<file path="src/rtl/bus_master_if.sv">
// bus_master_if
// Initiator-side bridge from the CPU memory stage to the 8-slave bus
// interconnect. It turns a one-cycle CPU load/store request into a bus
// transaction and holds it until the slave acks, a flush abandons it,
// or the timeout counter gives up on it. It stalls the pipeline while the
// transaction is outstanding.
//
// The slave index is the top address nibble. Slaves 0..7 are mapped.
// Slaves 8..15 are rejected with a one-cycle error pulse.
// All bus-side outputs are registered. The async reset drops an in-flight
// select immediately, without waiting for a clock edge.

module bus_master_if #(
   parameter int TIMEOUT = 255,
   parameter int CNT_W   = 8
) (
   input  logic        clk,
   input  logic        rst,
   input  logic        cpu_ce_i,
   input  logic        cpu_we_i,
   input  logic [31:0] cpu_addr_i,
   input  logic [31:0] cpu_data_i,
   input  logic        cpu_stall_i,
   input  logic        flush_i,
   output logic [31:0] cpu_data_o,
   output logic        stallreq_o,
   output logic        err_o,
   output logic [31:0] bus_data_o,
   output logic [31:0] bus_addr_o,
   output logic        bus_we_o,
   output logic [15:0] bus_select_o,
   input  logic [31:0] bus_data_i,
   input  logic        bus_ack_i
);

   typedef enum logic [1:0] {
      IDLE = 2'd0,
      BUSY = 2'd1,
      HOLD = 2'd2
   } state_t;

   // Last BUSY cycle index before the transaction is declared dead
   localparam logic [CNT_W-1:0] CNT_LAST = CNT_W'(TIMEOUT - 1);

   state_t           state;
   logic [CNT_W-1:0] cnt;
   logic [31:0]      rd_buf;
   logic             hold_read;

   logic [3:0]       idx;
   logic             mapped;
   logic [15:0]      dec_select;
   logic             in_idle;
   logic             in_busy;
   logic             in_hold;
   logic             start;
   logic             unmapped_err;
   logic             ack_take;
   logic             timeout_hit;

   assign idx     = cpu_addr_i[31:28];
   assign mapped  = ~idx[3];
   assign in_idle = (state == IDLE);
   assign in_busy = (state == BUSY);
   assign in_hold = (state == HOLD);

   // One-hot slave select for the mapped half of the address map
   always_comb begin
      dec_select = {8'h00, 8'h01 << idx[2:0]};
   end

   // Request and termination conditions seen in the current cycle.
   // A flush outranks an ack, and an ack outranks the timeout.
   always_comb begin
      start        = in_idle & cpu_ce_i & ~flush_i & mapped;
      unmapped_err = in_idle & cpu_ce_i & ~flush_i & ~mapped;
      ack_take     = in_busy & bus_ack_i & ~flush_i;
      timeout_hit  = in_busy & ~bus_ack_i & ~flush_i & (cnt == CNT_LAST);
   end

   // Stall and error go to the pipeline. They are forced low while reset
   // is held, so a request presented during reset produces nothing.
   always_comb begin
      stallreq_o = rst & (start | (in_busy & ~bus_ack_i & ~flush_i & ~timeout_hit));
      err_o      = rst & (unmapped_err | timeout_hit);
   end

   // Read data goes straight through in the ack cycle, then comes from the
   // buffer while the pipeline is held. A write always returns zero, even
   // if it is parked in HOLD.
   always_comb begin
      cpu_data_o = '0;
      if (rst) begin
         if (ack_take && !bus_we_o) begin
            cpu_data_o = bus_data_i;
         end else if (in_hold && hold_read) begin
            cpu_data_o = rd_buf;
         end
      end
   end

   // Transaction FSM. It owns all registered bus outputs, the timeout
   // counter and the read buffer.
   always_ff @(posedge clk or negedge rst) begin
      if (!rst) begin
         state        <= IDLE;
         cnt          <= '0;
         rd_buf       <= '0;
         hold_read    <= 1'b0;
         bus_addr_o   <= '0;
         bus_data_o   <= '0;
         bus_we_o     <= 1'b0;
         bus_select_o <= '0;
      end else begin
         case (state)
            IDLE: begin
               if (start) begin
                  bus_addr_o   <= cpu_addr_i;
                  bus_data_o   <= cpu_data_i;
                  bus_we_o     <= cpu_we_i;
                  bus_select_o <= dec_select;
                  cnt          <= '0;
                  state        <= BUSY;
               end
            end
            BUSY: begin
               if (flush_i) begin
                  bus_select_o <= '0;
                  bus_we_o     <= 1'b0;
                  state        <= IDLE;
               end else if (bus_ack_i) begin
                  if (!bus_we_o) begin
                     rd_buf <= bus_data_i;
                  end
                  hold_read    <= ~bus_we_o;
                  bus_select_o <= '0;
                  bus_we_o     <= 1'b0;
                  state        <= cpu_stall_i ? HOLD : IDLE;
               end else if (cnt == CNT_LAST) begin
                  bus_select_o <= '0;
                  bus_we_o     <= 1'b0;
                  state        <= IDLE;
               end else begin
                  cnt <= cnt + 1'b1;
               end
            end
            HOLD: begin
               if (!cpu_stall_i || flush_i) begin
                  state <= IDLE;
               end
            end
            default: begin
               state <= IDLE;
            end
         endcase
      end
   end

endmodule

</file>
<file path="config.mk">
export PLATFORM = sky130hd
export DESIGN_NAME = bus_master_if
export DESIGN_NICKNAME = d
export VERILOG_FILES = /design/src/rtl/bus_master_if.sv
export SDC_FILE = /design/constraint.sdc
export NUM_CORES = 1
export LEC_CHECK = 0
export ABC_CLOCK_PERIOD_IN_PS = 2550
export BUFFER_PORTS_ARGS = -buffer_cell sky130_fd_sc_hd__buf_2
export CAP_MARGIN = 20
export CORE_ASPECT_RATIO = 1.2
export CORE_MARGIN = 2
export CORE_UTILIZATION = 43
export CTS_CLUSTER_SIZE = 14
export DETAILED_ROUTE_END_ITERATION = 10
export PLACE_DENSITY = 0.76
export SYNTH_ARGS = -nofsm -noshare
export SYNTH_HDL_FRONTEND = slang
export SYNTH_SLANG_ARGS = --single-unit
</file>
<file path="constraint.sdc">
create_clock -name clk -period 2.55 [get_ports clk]
set_input_delay 0.765 -clock clk [delete_from_list [all_inputs] [get_ports clk]]
set_output_delay 0.765 -clock clk [all_outputs]
set_load 0.01 [all_outputs]
</file>
==> results by group, run 1 <==
Cells and area
  – Ratio of cells with drive above 1 in the final layout: 58.4%
  – Area growth syn-to-layout: 55.3%
  – Net count, final: 833
  – Ant diodes: 0
  – Fin util: 68.5%

STA
  – Final setup fails: 32
  – Slew headroom: 43.9%
  – Final setup margin: -217 ps
  – Period utilization: 109%
  – Fin. Hold Viols: 0
  – Fin Clk Skew: 11.9 ps
  – Fmax: 0.361 GHz
  – Slew @ Worst Pin: 841 ps
  – Min Tclk post-route: 2770 ps
  – Smallest hold slack: 160 ps
  – RSZ-0062 raised after global routing: yes
  – Final Max Tran Viols: 0

Status
  – Failing checks: setup timing
  – Outcome: finished with violations

Critical path
  – Worst Path Class, Setup: input port to primary output
  – Max incr delay on CP: 550 ps
  – Crit path required time: 1790 ps
  – CP Launch Type: input port
  – CP endpoint kind: primary output
  – Worst path slowest cell: or4b_4
  – Crit path arrival time: 2000 ps
  – Worst-path cell chain: buf_8 -> or4b_4 -> o21ba_4 -> nor2_4 -> inv_2 -> and2_4 -> buf_6
  – CP Max Fanout: 5

Floorplan
  – Core Footprint: 11600 sq um
  – Die Area: 12800 sq um
  – Starting Density: 44.1%
  – Num rows: 43
  – Top Ports: 218
  – Die height: 123 um
  – Die width: 103 um

Clock tree
  – Clk buf depth: 2
  – CTS tree: built
  – CTS Buf Count: 17
  – Post-CTS Hold Buffers: 0
  – Clk sinks: 116
  – Clock transition at path regs: 60 ps
  – Worst-Skew Late Latency: 410 ps
  – H-tree depth: 4
  – Clock root buffer master: clkbuf_16

Drt
  – Vias per cell: 4.98
  – DR pass1 iterations: 4
  – DR WL/cell: 15.9 um
  – Routed WL: 14300 um
  – Via count: 4475
  – DRC violations left: 0
  – ANT nets after route: 0
  – First-iteration detailed-routing DRC count: 127

Yosys
  – Async SR Flop Fraction: 100%
  – Sequential share of the synthesized area: 56.9%
  – #FFs+latches synth: 116
  – Synthesized area per cell: 11.3 sq um
  – Synth Instances: 452
  – Distinct cells, synth: 39
  – Main synth FF type: dfrtp_1
  – Yosys warns: 0
  – Post-synth EDFFs: 0
  – Cell area after synthesis: 5100 sq um

Placed design
  – IO buf count: 209
  – Placer Congestion: 0.862
  – DP Wirelength: 9160 um
  – Dpl ws: -232 ps

Hold path
  – Hold Crit Class: input port to async pin

Run
  – Total of max-cap violations: 0

GRT
  – Tot GR Track Use: 21.3%
  – First-pass GRT wire length: 20700 um
  – Largest net degree at the start of global routing: 70
  – Initial antenna violation count: 0
  – GRT overflow: 0
  – Vias in the first global route: 4346

Power and ir drop
  – Peak VDD IR: 0.507 mV
  – Pwr/cell area: 820 nW/um^2
  – Pleak: 0.00413 uW
==> path summary, 6_finish.rpt <==
kind / slack, ps / cells after the start / from / end
min in group clk: 480 / 2 / rd_buf[26] / rd_buf[26]
setup / recovery: -220 / 7 / flush_i / stallreq_o
max in group asynchronous: 1290 / 2 / rst / state[1]
setup reg to reg: 140 / 15 / cnt[0] / cnt[0]
hold reg to reg: 480 / 2 / rd_buf[26] / rd_buf[26]
hold / removal: 160 / 1 / rst / rd_buf[4]
==> cell type report <==
type / count / area (sq um)
Clock inverter: 11 / 244
Fill cell: 830 / 3640
Multi-Input combinational cell: 308 / 2310
Inverter: 5 / 18.8
Sequential cell: 116 / 2910
Timing Repair Buffer: 280 / 1780
Clock buffer: 21 / 470
Tap cell: 157 / 196
==> placed cells by master (no fill, tap or decap), types with 8 or more instances in the layout <==
cell type	count
buf_2	206
nand2_1	114
dfrtp_1	114
mux2_2	63
buf_4	59
clkbuf_16	20
a21boi_1	19
nand2_4	15
a21boi_2	13
mux2_4	8
conb_1	8
==> cell families (layout without fill, tap and decap cells) <==
family,Yosys count,in the layout,share of synthesized area (%)
compound gates,48,48,6.97
fa+ha+maj,2,2,0.490
buf+inv,35,317,3.51
flops,116,116,56.9
mux,73,73,16.7
other cells,1,8,0.0735
simple gates,177,177,15.4
==> timing repair <==
item	4_1_cts	5_1_grt
setup buffers	14	11
endpoints found under the setup margin	34	37
gates resized for setup	49	56
pin swaps	12	27
cloned	3	3
==> Yosys cell counts (3+ instances only) <==
| library cell | count | area [sq um] |
|---|---|---|
| nor2_1 | 6 | 22.5 |
| clkbuf_1 | 14 | 52.6 |
| dfrtp_1 | 116 | 2900 |
| mux2_2 | 63 | 709 |
| nand2_1 | 134 | 503 |
| buf_4 | 11 | 82.6 |
| a21boi_0 | 32 | 240 |
| mux2_4 | 8 | 120 |
| nor3_1 | 5 | 25.0 |
| nand2b_1 | 3 | 18.8 |
| nand3_1 | 3 | 15.0 |
| o21ai_0 | 3 | 15.0 |
| nor3b_1 | 7 | 52.6 |
| buf_2 | 5 | 25.0 |
| inv_1 | 5 | 18.8 |
| a21oi_1 | 3 | 15.0 |
| nor2b_1 | 6 | 37.5 |
==> power by group <==
| part | leakage, uW | switching [uW] | total (uW) | internal (uW) |
|---|---|---|---|---|
| clock | 0.000345 | 849 | 2870 | 2020 |
| combinational | 0.00234 | 543 | 1120 | 574 |
| sequential | 0.00144 | 241 | 2510 | 2270 |
| total | 0.00413 | 1630 | 6500 | 4860 |
==> worst max-delay path, delay by kind of cell <==
| family | cells | cell delay [ps] |
|---|---|---|
| AND/OR/NAND/NOR | 3 | 730 |
| AO/OA/AOI/OAI | 1 | 260 |
| buffers and inverters | 3 | 250 |
==> metrics by stage <==
| step | cells | TNS (ps) | area, sq um | total power [uW] |
|---|---|---|---|---|
| final | 898 | -3650 | 7920 | 6500 |
| after detailed placement | 838 | -3870 | 6600 | 3590 |
| after floorplan | 459 | -2030 | 5150 | 3070 |
| after global placement | 838 | -3710 | 6600 | 3520 |
| after global routing | 898 | -6930 | 7920 | 6800 |
| after CTS | 887 | -3880 | 7640 | 6510 |
==> per-layer routing <==
metal	part of all wire, %	wire (um)	up-vias	GRT usage (%)
met5	0	0	-	0
met1	37	5340	2178	25.3
li1	-	-	2060	-
met3	5.3	762	43	5.26
met2	54	7760	194	35.4
met4	3.2	452	0	11.2
==> state kept, by name, indices dropped and copies added (netlist names) <==
name and flops:
rd_buf 32, bus_data_o 32, bus_addr_o 32, bus_we_o 1, bus_select_o 8, hold_read 1, state 2, cnt 8
No activity file was read; power rests on OpenSTA's default activity.
==> run 2: changes to the inputs <==
- RECOVER_POWER: not set -> 100
==> results by group, run 2 (synthesis results as in run 1) <==
STA
  – Slew @ Worst Pin: 837 ps
  – Slew headroom: 44.2%
  – Fmax: 0.361 GHz
  – Final Max Tran Viols: 0
  – Fin. Hold Viols: 0
  – Min Tclk post-route: 2770 ps
  – Period utilization: 109%
  – Final setup margin: -217 ps
  – TNS Setup: -3610 ps
  – RSZ-0062 raised after global routing: yes
  – Smallest hold slack: 274 ps
  – Fin Clk Skew: 12.3 ps
  – Final setup fails: 32

Floorplan
  – Die height: 123 um
  – Core Footprint: 11600 sq um
  – Starting Density: 44.1%
  – Die width: 103 um
  – Die Area: 12800 sq um
  – Num rows: 43
  – Top Ports: 218

Power and ir drop
  – Power Internal: 4860 uW
  – Clock share of power: 44.1%
  – Peak VDD IR: 0.507 mV
  – Pwr/cell area: 820 nW/um^2
  – Switching power: 1630 uW
  – Sw Share: 25.1%
  – Comb pwr share: 17.2%
  – Pleak: 0.00412 uW
  – Flop pwr share: 38.7%

Cells and area
  – Biggest regs: bus_addr_o (32), bus_data_o (32), rd_buf (32)
  – Reg area: 2910 sq um
  – Area growth syn-to-layout: 55.2%
  – Net count, final: 833
  – Fill count: 834
  – Multi-input logic area: 2310 sq um
  – Most common cell after layout, fill and taps aside: buf_2
  – Ant diodes: 0
  – Commonest non-fill, non-tap cells in the layout: buf_2, nand2_1, dfrtp_1
  – Final Non-Filler Cells: 898
  – Ratio of cells with drive above 1 in the final layout: 58.2%

Placed design
  – Placer Congestion: 0.862
  – Inst Count DP: 838
  – Dpl ws: -232 ps
  – IO buf count: 209
  – DP Wirelength: 9160 um

Critical path
  – Worst path depth: 7
  – CP Max Fanout: 5
  – CP endpoint kind: primary output
  – Crit path arrival time: 2000 ps
  – Max incr delay on CP: 550 ps
  – Reg2reg end: cnt[0]
  – R2r setup slk: 140 ps
  – Worst Reg-to-Reg Cells: 15
  – Largest delay contributor family on the critical path: simple AND/OR/NAND/NOR gates
  – Crit. Startpoint: flush_i
  – Worst path slowest cell: or4b_4
  – Crit path required time: 1790 ps
  – Bufs and invs on worst path: 3
  – CP Launch Type: input port
  – Worst Path Class, Setup: input port to primary output
  – R2R Path Start: cnt[0]
  – Worst-path cell chain: buf_8 -> or4b_4 -> o21ba_4 -> nor2_4 -> inv_2 -> and2_4 -> buf_6
  – Setup crit end: stallreq_o

Clock tree
  – CTS tree: built
  – Clk buf depth: 2
  – CTS Buf Count: 17
  – Post-CTS Hold Buffers: 0
  – Clk sinks: 116
  – H-tree depth: 4
  – Clock transition at path regs: 60 ps
  – Worst-Skew Late Latency: 410 ps
  – Clock root buffer master: clkbuf_16

Drt
  – Vias per cell: 4.94
  – DR pass1 iterations: 4
  – DRC violations left: 0
  – ANT nets after route: 0
  – Via count: 4432
  – Routed WL: 14300 um
  – First-iteration detailed-routing DRC count: 125
  – DR WL/cell: 15.9 um

Status
  – Failing checks: setup timing
  – Outcome: finished with violations

GRT
  – Vias in the first global route: 4346
  – Initial antenna violation count: 0
  – Tot GR Track Use: 21.3%
  – First-pass GRT wire length: 20700 um
  – Largest net degree at the start of global routing: 70
  – GRT overflow: 0

Run
  – Total of max-cap violations: 0

Hold path
  – Hold Crit Class: input port to async pin
[run 2: changes by cell type in the layout (fill, tap and decap cells not counted), sizes merged]
cell / delta
clkbuf: +2
buf: -2
[run 2: how the worst min path moves through the flow]
stage,from,to,slack [ps],depth (start not counted)
floorplan,hold_read,hold_read,440,2
global placement,hold_read,hold_read,450,2
detailed placement,rd_buf[4],rd_buf[4],460,2
CTS,rst,rd_buf[4],150,1
global route,rst,rd_buf[4],270,1
finish,rst,rd_buf[4],270,1
[run 2: per-stage QoR]
step / utilization [%] / cell area [sq um] / power, uW
6_report: 68.4 / 7920 / 6490
4_1_cts: 66.0 / 7640 / 6510
3_3_place_gp: 57.1 / 6600 / 3520
5_1_grt: 68.4 / 7920 / 6800
3_5_place_dp: 57.1 / 6600 / 3590
2_1_floorplan: - / 5150 / 3070
[run 2: power by group through the flow]
| stage | Sequential [uW] | Combinational, uW | Clock (uW) |
|---|---|---|---|
| 2_1_floorplan | 2610 | 458 | 0 |
| 3_3_place_gp | 2500 | 1020 | 0 |
| 3_5_place_dp | 2530 | 1060 | 0 |
| 4_1_cts | 2510 | 1100 | 2900 |
| 5_1_grt | 2560 | 1230 | 3010 |
| 6_report | 2510 | 1110 | 2870 |
[run 2: worst register-to-register path: cells and delay by family, from the launching register on]
kind	cells	cell delay (ps)
AND/OR/NAND/NOR	2	210
AO/OA/AOI/OAI	1	240
adder cells (fa/ha/maj)	1	190
multiplexers	1	140
flip-flops	1	400
buffers and inverters	10	1140
[run 2: area by class of cell]
type | instances | area share [%]
Clock buffer | 21 | 5.94
Multi-Input combinational cell | 308 | 29.1
Inverter | 5 | 0.237
Tap cell | 157 | 2.48
Timing Repair Buffer | 280 | 22.4
Clock inverter | 11 | 3.08
Sequential cell | 116 | 36.7
[run 2: what timing repair did]
action,4_1_cts,5_1_grt
pin swaps,12,27
cloned,3,3
setup endpoints to repair,34,37
resized for setup,49,56
setup buffers,14,11
[run 2: routing by layer]
metal  vias up  global-route usage (%)  wire length (um)
met5         -                       0                 0
met4         0                    11.2               423
met3        38                    5.26               780
met2       185                    35.4              7770
met1      2150                    25.3              5330
li1       2059                       -                 -
